===== config.mk =====
export PLATFORM = sky130hd
export DESIGN_NAME = hack_rom_loader
export DESIGN_NICKNAME = d
export VERILOG_FILES = /design/src/rtl/hack_pkg.sv /design/src/rtl/loader_frame_fsm.sv /design/src/rtl/hack_rom_loader.sv
export SDC_FILE = /design/constraint.sdc
export NUM_CORES = 1
export LEC_CHECK = 0
export ABC_AREA = 1
export CORE_ASPECT_RATIO = 1.4
export CORE_MARGIN = 4
export CORE_UTILIZATION = 40
export DETAILED_ROUTE_END_ITERATION = 7
export GPL_TIMING_DRIVEN = 0
export MAX_ROUTING_LAYER = met4
export PLACE_DENSITY = 0.64
export SLEW_MARGIN = 20
export SYNTH_ARGS = -nofsm -noshare
export SYNTH_HDL_FRONTEND = slang
export SYNTH_SLANG_ARGS = --single-unit

===== constraint.sdc =====
create_clock -name clk -period 3.21 [get_ports clk]
set_input_delay 0.642 -clock clk [delete_from_list [all_inputs] [get_ports clk]]
set_output_delay 0.642 -clock clk [all_outputs]
set_load 0.005 [all_outputs]

===== src/rtl/hack_pkg.sv =====
// hack_pkg: shared widths and loader state encoding for the Hack ROM loader
// No ports; imported by loader_frame_fsm and hack_rom_loader.
package hack_pkg;
   localparam int WORD_W     = 16;
   localparam int ROM_ADDR_W = 15;
   localparam int ROM_DEPTH  = 32768;
   typedef enum logic [2:0] {
      HDR_HI,
      HDR_LO,
      DATA_HI,
      DATA_LO,
      CHK,
      DONE,
      ERR
   } loader_state_t;
endpackage


===== src/rtl/loader_frame_fsm.sv =====
// loader_frame_fsm: parses the length/data/checksum byte frame and tracks load status
// clk, reset        : clock and synchronous active-high reset
// start             : restart request, honoured only in DONE or ERR
// in_valid, in_data : byte stream in; in_ready : byte taken when in_valid && in_ready
// wr, wr_word       : pulse on the cycle a word's low byte is taken, with the assembled word
// restart           : start was honoured this cycle
// done, error       : registered status, high only in DONE / ERR respectively
module loader_frame_fsm
   import hack_pkg::*;
#(
   parameter int DEPTH = ROM_DEPTH
) (
   input  logic              clk,
   input  logic              reset,
   input  logic              start,
   input  logic              in_valid,
   input  logic [7:0]        in_data,
   output logic              in_ready,
   output logic              wr,
   output logic [WORD_W-1:0] wr_word,
   output logic              restart,
   output logic              done,
   output logic              error
);
   loader_state_t state, state_n;
   logic [7:0]  hi;
   logic [7:0]  csum;
   logic [15:0] rem;
   logic [15:0] n;
   logic        acc;
   always_comb begin
      in_ready = !reset && (state inside {HDR_HI, HDR_LO, DATA_HI, DATA_LO, CHK});
      acc      = in_valid && in_ready;
      n        = {hi, in_data};
      restart  = start && (state inside {DONE, ERR});
      wr       = acc && state == DATA_LO;
      wr_word  = {hi, in_data};
      state_n  = state;
      case (state)
         HDR_HI:    state_n = acc ? HDR_LO : state;
         HDR_LO:    state_n = !acc ? state : ({1'b0, n} > 17'(DEPTH)) ? ERR : (n == '0) ? CHK : DATA_HI;
         DATA_HI:   state_n = acc ? DATA_LO : state;
         DATA_LO:   state_n = !acc ? state : (rem == 16'd1) ? CHK : DATA_HI;
         CHK:       state_n = !acc ? state : (in_data == csum) ? DONE : ERR;
         DONE, ERR: state_n = restart ? HDR_HI : state;
         default:   state_n = HDR_HI;
      endcase
   end
   // hi holds the header high byte and then each data word's high byte;
   // rem counts words still to arrive, including the one in flight.
   always_ff @(posedge clk) begin
      if (reset) begin
         state <= HDR_HI;
         hi    <= '0;
         csum  <= '0;
         rem   <= '0;
         done  <= 1'b0;
         error <= 1'b0;
      end else begin
         state <= state_n;
         done  <= state_n == DONE;
         error <= state_n == ERR;
         if (restart) begin
            hi   <= '0;
            csum <= '0;
            rem  <= '0;
         end
         if (acc && state != CHK) csum <= csum ^ in_data;
         if (acc && (state == HDR_HI || state == DATA_HI)) hi <= in_data;
         if (acc && state == HDR_LO) rem <= n;
         if (wr) rem <= rem - 16'd1;
      end
   end
endmodule


===== src/rtl/hack_rom_loader.sv =====
// hack_rom_loader: fills the Hack instruction ROM from a checksummed byte stream
// clk, reset        : clock and synchronous active-high reset
// start             : pulse to begin a new load from DONE or ERR
// in_valid, in_data : byte stream in; in_ready : byte taken when in_valid && in_ready
// rom_we, rom_addr, rom_data : registered ROM write port, one strobe per word
// cpu_hold          : hold the CPU in reset until a verified image is loaded
// done, error       : load verified / load failed
// words_loaded      : words written in the current load
module hack_rom_loader
   import hack_pkg::*;
#(
   parameter int ADDR_W = ROM_ADDR_W,
   parameter int DEPTH  = ROM_DEPTH
) (
   input  logic              clk,
   input  logic              reset,
   input  logic              start,
   input  logic              in_valid,
   input  logic [7:0]        in_data,
   output logic              in_ready,
   output logic              rom_we,
   output logic [ADDR_W-1:0] rom_addr,
   output logic [WORD_W-1:0] rom_data,
   output logic              cpu_hold,
   output logic              done,
   output logic              error,
   output logic [15:0]       words_loaded
);
   logic              wr;
   logic              restart;
   logic [WORD_W-1:0] wr_word;
   loader_frame_fsm #(.DEPTH(DEPTH)) u_fsm (
      .clk      (clk),
      .reset    (reset),
      .start    (start),
      .in_valid (in_valid),
      .in_data  (in_data),
      .in_ready (in_ready),
      .wr       (wr),
      .wr_word  (wr_word),
      .restart  (restart),
      .done     (done),
      .error    (error)
   );
   assign cpu_hold = !done;
   // rom_addr is the write pointer itself: it presents the target address during
   // the strobe cycle and advances on the edge that ends it.
   always_ff @(posedge clk) begin
      if (reset || restart) begin
         rom_we       <= 1'b0;
         rom_addr     <= '0;
         rom_data     <= '0;
         words_loaded <= '0;
      end else begin
         rom_we <= wr;
         if (wr) rom_data <= wr_word;
         if (rom_we) begin
            rom_addr     <= rom_addr + 1'b1;
            words_loaded <= words_loaded + 16'd1;
         end
      end
   end
endmodule


Yosys cells after proc, flatten, opt, wreduce, memory -nomap -nowiden

Cells that the tools add are included.

Register bits: 85
Input bits: 12
Output and inout port bits: 52

Add/subtract/negate cells: 3
Order comparisons: 1
Equal/unequal tests: 11
Multiplexer cells: 17
Bitwise gates (word level): 1
Reduce and logical (&&, ||, !) cells: 19

Operators by type and width:

| cell                  | number |
|---|---|
| $mux 16               | 3 |
| $mux 3                | 9 |
| $mux 8                | 3 |
| $pmux 3 s6            | 1 |
| $add 16x1->16 const B | 1 |
| $eq 16x1->1 const B   | 1 |
| $gt 16x16->1 const B  | 1 |
| $logic_not 16->1      | 1 |
| $sub 16x1->16 const B | 1 |
| $add 15x1->15 const B | 1 |
| $eq 3x3->1 const B    | 5 |
| $eq 8x8->1            | 1 |
| $xor 8x8->8           | 1 |
| $logic_and 1x1->1     | 7 |
| $eq 3x2->1 const B    | 2 |
| $reduce_bool 2->1     | 3 |
| $reduce_bool 5->1     | 1 |
| $eq 3x1->1 const B    | 1 |
| $logic_not 3->1       | 1 |
| $ne 3x3->1 const B    | 1 |
| $reduce_bool 3->1     | 1 |
| $logic_not 1->1       | 2 |
| $logic_or 1x1->1      | 2 |
| $mux 2                | 1 |
| $reduce_or 2->1       | 1 |

Depth between registers and ports, before layout

Gate-level depths: netlist of the first run.

Depth after elaboration: 7
Mapped depth: 11
Depth with buffers taken out: 11

Hierarchy

A second synthesis of the first run with hierarchy kept.

Cells, all modules: 652
Area, all modules: 4311.6 um^2

Modules (own cells, without submodules):

| module           | instances | cells each | area each (um^2) | sequential area each (um^2) |
|---|---|---|---|---|
| loader_frame_fsm | 1         | 357        | 2263.4           | 740.7 |
| hack_rom_loader  | 1         | 295        | 2048.2           | 960.9 |

Least setup slack after synthesis of the first run

Ideal clock, no wire load.

Kind: input port to output port
Start point: input reset
End point: output in_ready
Arrival time: 1172 ps
Required time: 2568 ps
Setup slack: 1396 ps
Stages: 5
Path buffers: 2
Cells stage by stage: buf_2 inv_2 clkbuf_2 nand2_1 inv_1

Word-level cells in the longest chain between the ends: 2

RTL lines:

| element           | line                   | source |
|---|---|---|
| from (decl)       | hack_rom_loader.sv:16  | `input logic reset,` |
| $logic_not 1->1   | loader_frame_fsm.sv:32 | `in_ready = !reset && (state inside {HDR_HI, HDR_LO, DATA_HI, DATA_LO, CHK});` |
| $logic_and 1x1->1 | loader_frame_fsm.sv:32 |  |
| to (decl)         | hack_rom_loader.sv:20  | `output logic in_ready,` |

No other way between the ends.

Worst setup path after layout of the first run

Ends and elaborated chain as after synthesis.

==> results of run 1 <==
critical path, stage by stage:
cell and delay, ns:
buf_2 0.17, inv_2 0.11, clkbuf_2 0.23, nand2_1 0.08, inv_1 0.06, clkdlybuf4s50_1 0.49
cells in the mapped netlist, drive strengths merged:
| master | instances | area, um^2 |
|---|---|---|
| nand2 | 148 | 568 |
| dfxtp | 85 | 1700 |
| inv | 77 | 289 |
| nor2 | 77 | 322 |
| a21oi | 73 | 377 |
| o21ai | 37 | 185 |
| nand3 | 31 | 160 |
| nor3 | 17 | 101 |
| buf | 14 | 101 |
| xor2 | 11 | 96.3 |
| a22oi | 6 | 45.0 |
| ha | 4 | 50.1 |
| nand4 | 4 | 31.3 |
| clkbuf | 3 | 12.5 |
| o21a | 3 | 22.5 |
| a31oi | 2 | 12.5 |
| or2 | 2 | 12.5 |
| a211oi | 1 | 7.51 |
| a21o | 1 | 7.51 |
| and3 | 1 | 6.26 |
| nand3b | 1 | 7.51 |
| nor4 | 1 | 6.26 |
| o2111ai | 1 | 8.76 |
| o22ai | 1 | 6.26 |
| o31ai | 1 | 7.51 |
| xnor2 | 1 | 8.76 |
power groups by stage:
stage                     logic (mW)  registers (mW)  clock network [mW]
after floorplan                0.169            1.11                   0
final                          0.236            1.09                1.03
after CTS                      0.236            1.09                1.05
after global placement         0.232            1.12                   0
after detailed placement       0.235            1.12                   0
after global routing           0.266            1.10                1.09
layer usage:
layer,wire (um),part of all wire (%),track usage (%)
met4,186,1.8,7.31
met2,5320,50,32.9
met3,512,4.8,4.21
met5,0,0,-
met1,4570,43,21.3
stage by stage:
step | setup slack (ns) | utilization (%) | std cells | hold WS (ns) | power [mW]
after detailed placement | 0.765 | 49.4 | 800 | 0.458 | 1.35
after CTS | 0.756 | 52.3 | 815 | 0.468 | 2.38
after global routing | 0.678 | 52.3 | 815 | 0.499 | 2.46
after floorplan | 1.40 | - | 603 | 0.441 | 1.28
after global placement | 0.758 | 49.4 | 800 | 0.450 | 1.35
final | 0.771 | 52.3 | 815 | 0.468 | 2.36
worst max-delay path by stage:
stage          start  slack (ns)        to
2_1_floorplan  reset        1.40  in_ready
6_report       reset        0.77  in_ready
4_1_cts        reset        0.76  in_ready
3_5_place_dp   reset        0.77  in_ready
5_1_grt        reset        0.68  in_ready
3_3_place_gp   reset        0.76  in_ready
layout by cell type (no fill, tap or decap), types with 2 or more instances in the layout:
cell type          n
nand3_1           30
a22oi_1            6
inv_2              5
o21ai_0           33
buf_4              5
a31oi_1            2
o21ai_1            4
nor2_2             4
clkdlybuf4s50_1   62
clkbuf_1           3
or2_2              2
a21oi_1           70
clkinv_2           2
dfxtp_1           85
xor2_1            11
nand4_1            3
a21oi_2            3
inv_1             72
o21a_1             3
buf_6              3
buf_2              6
nand2_1          145
ha_1               4
nor3_1            15
clkbuf_16          9
nor2_4             3
nand2_2            2
nor2_1            70
area by class of cell:
class                           instances  area (um^2)  area share (%)
Multi-Input combinational cell        424         2050            39.1
Sequential cell                        85         1700            32.5
Timing Repair Buffer                   62          621            11.9
Inverter                               77          289            5.52
Clock buffer                           11          243            4.64
Tap cell                              135          169            3.23
Buffer                                 17          114            2.17
Clock inverter                          4         48.8           0.932
logic make-up after synthesis:
family                   after synthesis  share of synthesized area (%)
AND/OR/NAND/NOR                      282                           29.2
AO/OA/AOI/OAI                        126                           16.4
buffers and inverters                 94                           9.70
flip-flops                            85                           41.0
XOR/XNOR                              12                           2.53
adder cells (fa/ha/maj)                4                           1.20
state kept, by name, indices dropped and copies added, names as in the netlist:
name / cells
rom_addr: 15
rom_data: 16
rom_we: 1
u_fsm.csum: 8
u_fsm.done: 1
u_fsm.error: 1
u_fsm.hi: 8
u_fsm.rem: 16
u_fsm.state: 3
words_loaded: 16
==> out/results.ini, run 1 <==
[outcome]
status = complete, no violations

[clocking]
ctsLongestPathBuffers = 2
htreeDepth = 3
cts_buffers = 9
cts_root_buf = clkbuf_16
post_cts_resized = 0
cts_tree = built
clkTransAtPathRegs_ns = 0.06
hold_buffers = 0
clkLatencyLatePin_ns = 0.34
clock-sinks = 85
cts_setup_buffers = 0

[timing]
max_slew_margin_pct = 66.5
setup_viol = 0
setup_tns_ns = 0
timing.final.crit_share_pct = 76.0
tightest_slew_ns = 0.503
hold_viol_final = 0
slew_viol_final = 0
timing.fmax_ghz = 0.410
skew_ns = 0.00447
min_period_ns = 2.44
grt_setup_unrepaired = false

[power_and_ir_drop]
internal-power_mw = 1.78
swShare_pct = 24.4
p_seq_share_pct = 46.4
p_leak_nw = 2.13
p_switching_mw = 0.575
powerDensity_nw_per_um2 = 450
ir_drop_uv = 274
p_clk_share_pct = 43.5
p_comb_share_pct = 10.0

[drt]
routed_wire_length_per_instance_um = 13.0
ant_nets = 0
firstDrtPassIters = 4
vias = 3993
wirelength_um = 10600
drc_errors = 0
vias_per_cell = 4.90
drt_iter0_drc = 176

[layout]
fillers = 1045
stdcell_area_um2 = 5240
drive_above_1_share_pct = 7.79
n_antenna_cell = 0
final_nets = 692
areaGrowthSynthToFinish_pct = 26.0

[logic_synthesis]
syn_nets = 619
synth_warnings = 0
syn_area_um2 = 4150
ys_ff_latch = 85
postSynthAreaPerCell_um2 = 6.89
syn_inst = 603
synth_cell_types = 40
ys_seq_area_share_pct = 41.0

[flow_run]
cap_violations = 0

[placed_design]
port_buffers = 62
place_area_um2 = 4940
place_hpwl_um = 8230
gp_congestion = 0.875

[floorplan]
die_x_um = 94.1
ioPinCount = 64
fp.dieH_um = 129
rows = 43
start_util_pct = 41.5
die_area_um2 = 12100
fp.coreArea_um2 = 10000

[setup_path]
crit_type = primary input to primary output
crit_required_ns = 2.57
r2r_slack_ns = 1.48
cp_data_arrival_time_ns = 1.80
cp_max_fo = 10
end_kind = primary output
reg2regPathDepth = 8
timing.rr.end = words_loaded[12]
startpoint_type = primary input
rr_startpoint = words_loaded[0]

[global_routing]
grt_max_degree = 14
antenna_found_initial = 0
grt_pass1_wl_um = 17800
grt.total_usage_pct = 19.1
grt_pass1_vias = 3851
globalRouteOverflowTotal = 0

[min_path]
worstHoldStart = rom_addr[14]
hold_end = rom_addr[14]
holdCritPathClass = register to register
holdPathStages = 2

(Power assumes the default switching activity.)
==> run 2: changes to the inputs <==
Settings changed: PLACE_DENSITY 0.64 to 0.67.
Clock period 3.21 ns to 2 ns, I/O delays scaled along.
==> out/results.ini, run 2 (synthesized netlist as in run 1, its figures left out) <==
[setup_path]
cp_max_fo = 7  ; was 10
rr_startpoint = u_fsm.state[0]  ; was words_loaded[0]
r2r_slack_ns = 0.27  ; was 1.48 ns
reg2regPathDepth = 11  ; was 8
cp_data_arrival_time_ns = 1.40  ; was 1.80 ns
end_kind = primary output  ; unchanged
startpoint_type = register  ; was primary input
crit_required_ns = 1.60  ; was 2.57 ns
crit_type = register to primary output  ; was primary input to primary output
timing.rr.end = rom_addr[5]  ; was words_loaded[12]

[floorplan]
start_util_pct = 41.5  ; unchanged
rows = 43  ; unchanged
die_area_um2 = 12100  ; unchanged
ioPinCount = 64  ; unchanged
die_x_um = 94.1  ; unchanged
fp.dieH_um = 129  ; unchanged
fp.coreArea_um2 = 10000  ; unchanged

[layout]
biggestRegsByFlops = rom_data (16), u_fsm.rem (16), words_loaded (16)  ; unchanged
final_common_cell = nand2_1  ; unchanged
drive_above_1_share_pct = 8.06  ; was 7.79%
n_antenna_cell = 0  ; unchanged
final_nets = 694  ; was 692
areaGrowthSynthToFinish_pct = 26.8  ; was 26.0%
fin_util_pct = 52.6  ; was 52.3%
layout_common_cells = 145 x nand2_1, 85 x dfxtp_1, 72 x inv_1  ; unchanged
fillers = 1029  ; was 1,045

[drt]
vias = 4065  ; was 3,993
drc_errors = 0  ; unchanged
drt_iter0_drc = 211  ; was 176
wirelength_um = 10600  ; about the same
vias_per_cell = 4.98  ; was 4.90
firstDrtPassIters = 5  ; was 4
routed_wire_length_per_instance_um = 13.0  ; about the same
ant_nets = 0  ; unchanged

[clocking]
clkTransAtPathRegs_ns = 0.06  ; about the same
hold_buffers = 0  ; unchanged
cts_tree = built  ; unchanged
clkLatencyLatePin_ns = 0.33  ; was 0.34 ns
clock-sinks = 85  ; unchanged
ctsLongestPathBuffers = 2  ; unchanged
htreeDepth = 3  ; unchanged
cts_root_buf = clkbuf_16  ; unchanged
cts_buffers = 9  ; unchanged

[flow_run]
cap_violations = 0  ; unchanged

[timing]
max_slew_margin_pct = 64.7  ; was 66.5%
tightest_slew_ns = 0.530  ; was 0.503 ns
min_period_ns = 1.80
setup_viol = 0  ; unchanged
skew_ns = 0.00610  ; was 0.00447 ns
slew_viol_final = 0  ; unchanged
hold_ws_ns = 0.386  ; was 0.468 ns
grt_setup_unrepaired = false  ; unchanged
timing.final.crit_share_pct = 89.8
hold_viol_final = 0  ; unchanged
timing.fmax_ghz = 0.557

[global_routing]
grt_max_degree = 14  ; unchanged
grt_pass1_wl_um = 18000  ; was 17,800 um
grt_pass1_vias = 3940  ; was 3,851
globalRouteOverflowTotal = 0  ; unchanged
antenna_found_initial = 0  ; unchanged
grt.total_usage_pct = 19.2  ; was 19.1%

[outcome]
status = complete, no violations  ; unchanged

[power_and_ir_drop]
p_leak_nw = 2.15  ; was 2.13 nW
ir_drop_uv = 431  ; was 274 uV
powerDensity_nw_per_um2 = 726  ; was 450 nW/um^2

[placed_design]
gp_congestion = 0.865  ; was 0.875
place_hpwl_um = 8350  ; was 8230 um
port_buffers = 62  ; unchanged

[min_path]
worstHoldStart = reset  ; was rom_addr[14]
hold_end = u_fsm.hi[0]  ; was rom_addr[14]
holdPathStages = 2  ; unchanged
holdCritPathClass = primary input to register  ; was register to register

[run 2: cell count changes in the layout (fill, tap and decap cells not counted)]
| cell | before | now |
|---|---|---|
| nand2_4 | 1 | 2 |
| buf_4 | 5 | 7 |
| clkinv_4 | 1 | 0 |
| nor2_2 | 4 | 3 |
| clkdlybuf4s50_1 | 62 | 61 |
| nor2_4 | 3 | 4 |
| clkbuf_8 | 1 | 2 |
| dlygate4sd2_1 | 0 | 1 |
| inv_6 | 0 | 1 |
| nand2_2 | 2 | 1 |
| clkinv_2 | 2 | 1 |
[run 2: worst max-delay path, stage by stage (launching register included)]
cell and delay (ns):
dfxtp_1 0.30, buf_4 0.15, nor2_4 0.14, nand2_4 0.08
nand2_4 0.07, nand2_1 0.05, inv_1 0.05, dlygate4sd2_1 0.23
[run 2: worst max-delay path by stage]
stage                               start                to  slack, ns  depth (start not counted)
after floorplan           words_loaded[0]  words_loaded[12]       0.46                          8
after CTS                  u_fsm.state[0]          in_ready       0.19                          7
final                      u_fsm.state[0]          in_ready       0.20                          7
after global routing      words_loaded[0]  words_loaded[12]       0.09                          8
after global placement         in_data[3]       u_fsm.error      0.001                         10
after detailed placement            start   words_loaded[6]      -0.03                          8
[run 2: metal layers]
metal,vias up,part of all wire [%],GRT usage (%)
met4,0,2.2,6.63
met5,-,0,-
li1,2095,-,-
met1,1846,44,21.6
met3,20,4.1,4.44
met2,104,50,33.2
[run 2: repair_timing]
action,CTS,global route
setup buffers,2,0
resized for setup,3,0
endpoints found under the setup margin,1,0
[run 2: final cells by class]
type | count | area, um^2 | share of cell area (%)
Sequential cell | 85 | 1700 | 32.3
Clock inverter | 3 | 43.8 | 0.831
Buffer | 17 | 114 | 2.16
Timing Repair Buffer | 64 | 634 | 12.0
Inverter | 77 | 289 | 5.49
Tap cell | 135 | 169 | 3.21
Clock buffer | 12 | 256 | 4.87
Multi-Input combinational cell | 424 | 2060 | 39.1
[run 2: through the flow]
| step | std cells | power, mW | instance area, um^2 | setup slack (ns) | setup TNS [ns] |
|---|---|---|---|---|---|
| floorplan | 603 | 2.06 | 4150 | 0.455 | 0 |
| global placement | 800 | 2.16 | 4940 | 0.00120 | 0 |
| detailed placement | 800 | 2.17 | 4940 | -0.0271 | -0.141 |
| CTS | 817 | 3.87 | 5270 | 0.186 | 0 |
| global route | 817 | 4.00 | 5270 | 0.0926 | 0 |
| finish | 817 | 3.83 | 5270 | 0.203 | 0 |
[run 2: where the power goes]
group	switching, mW	internal [mW]	leakage (nW)
registers	0.0287	1.73	0.687
logic	0.243	0.143	1.32
clock network	0.652	1.03	0.149
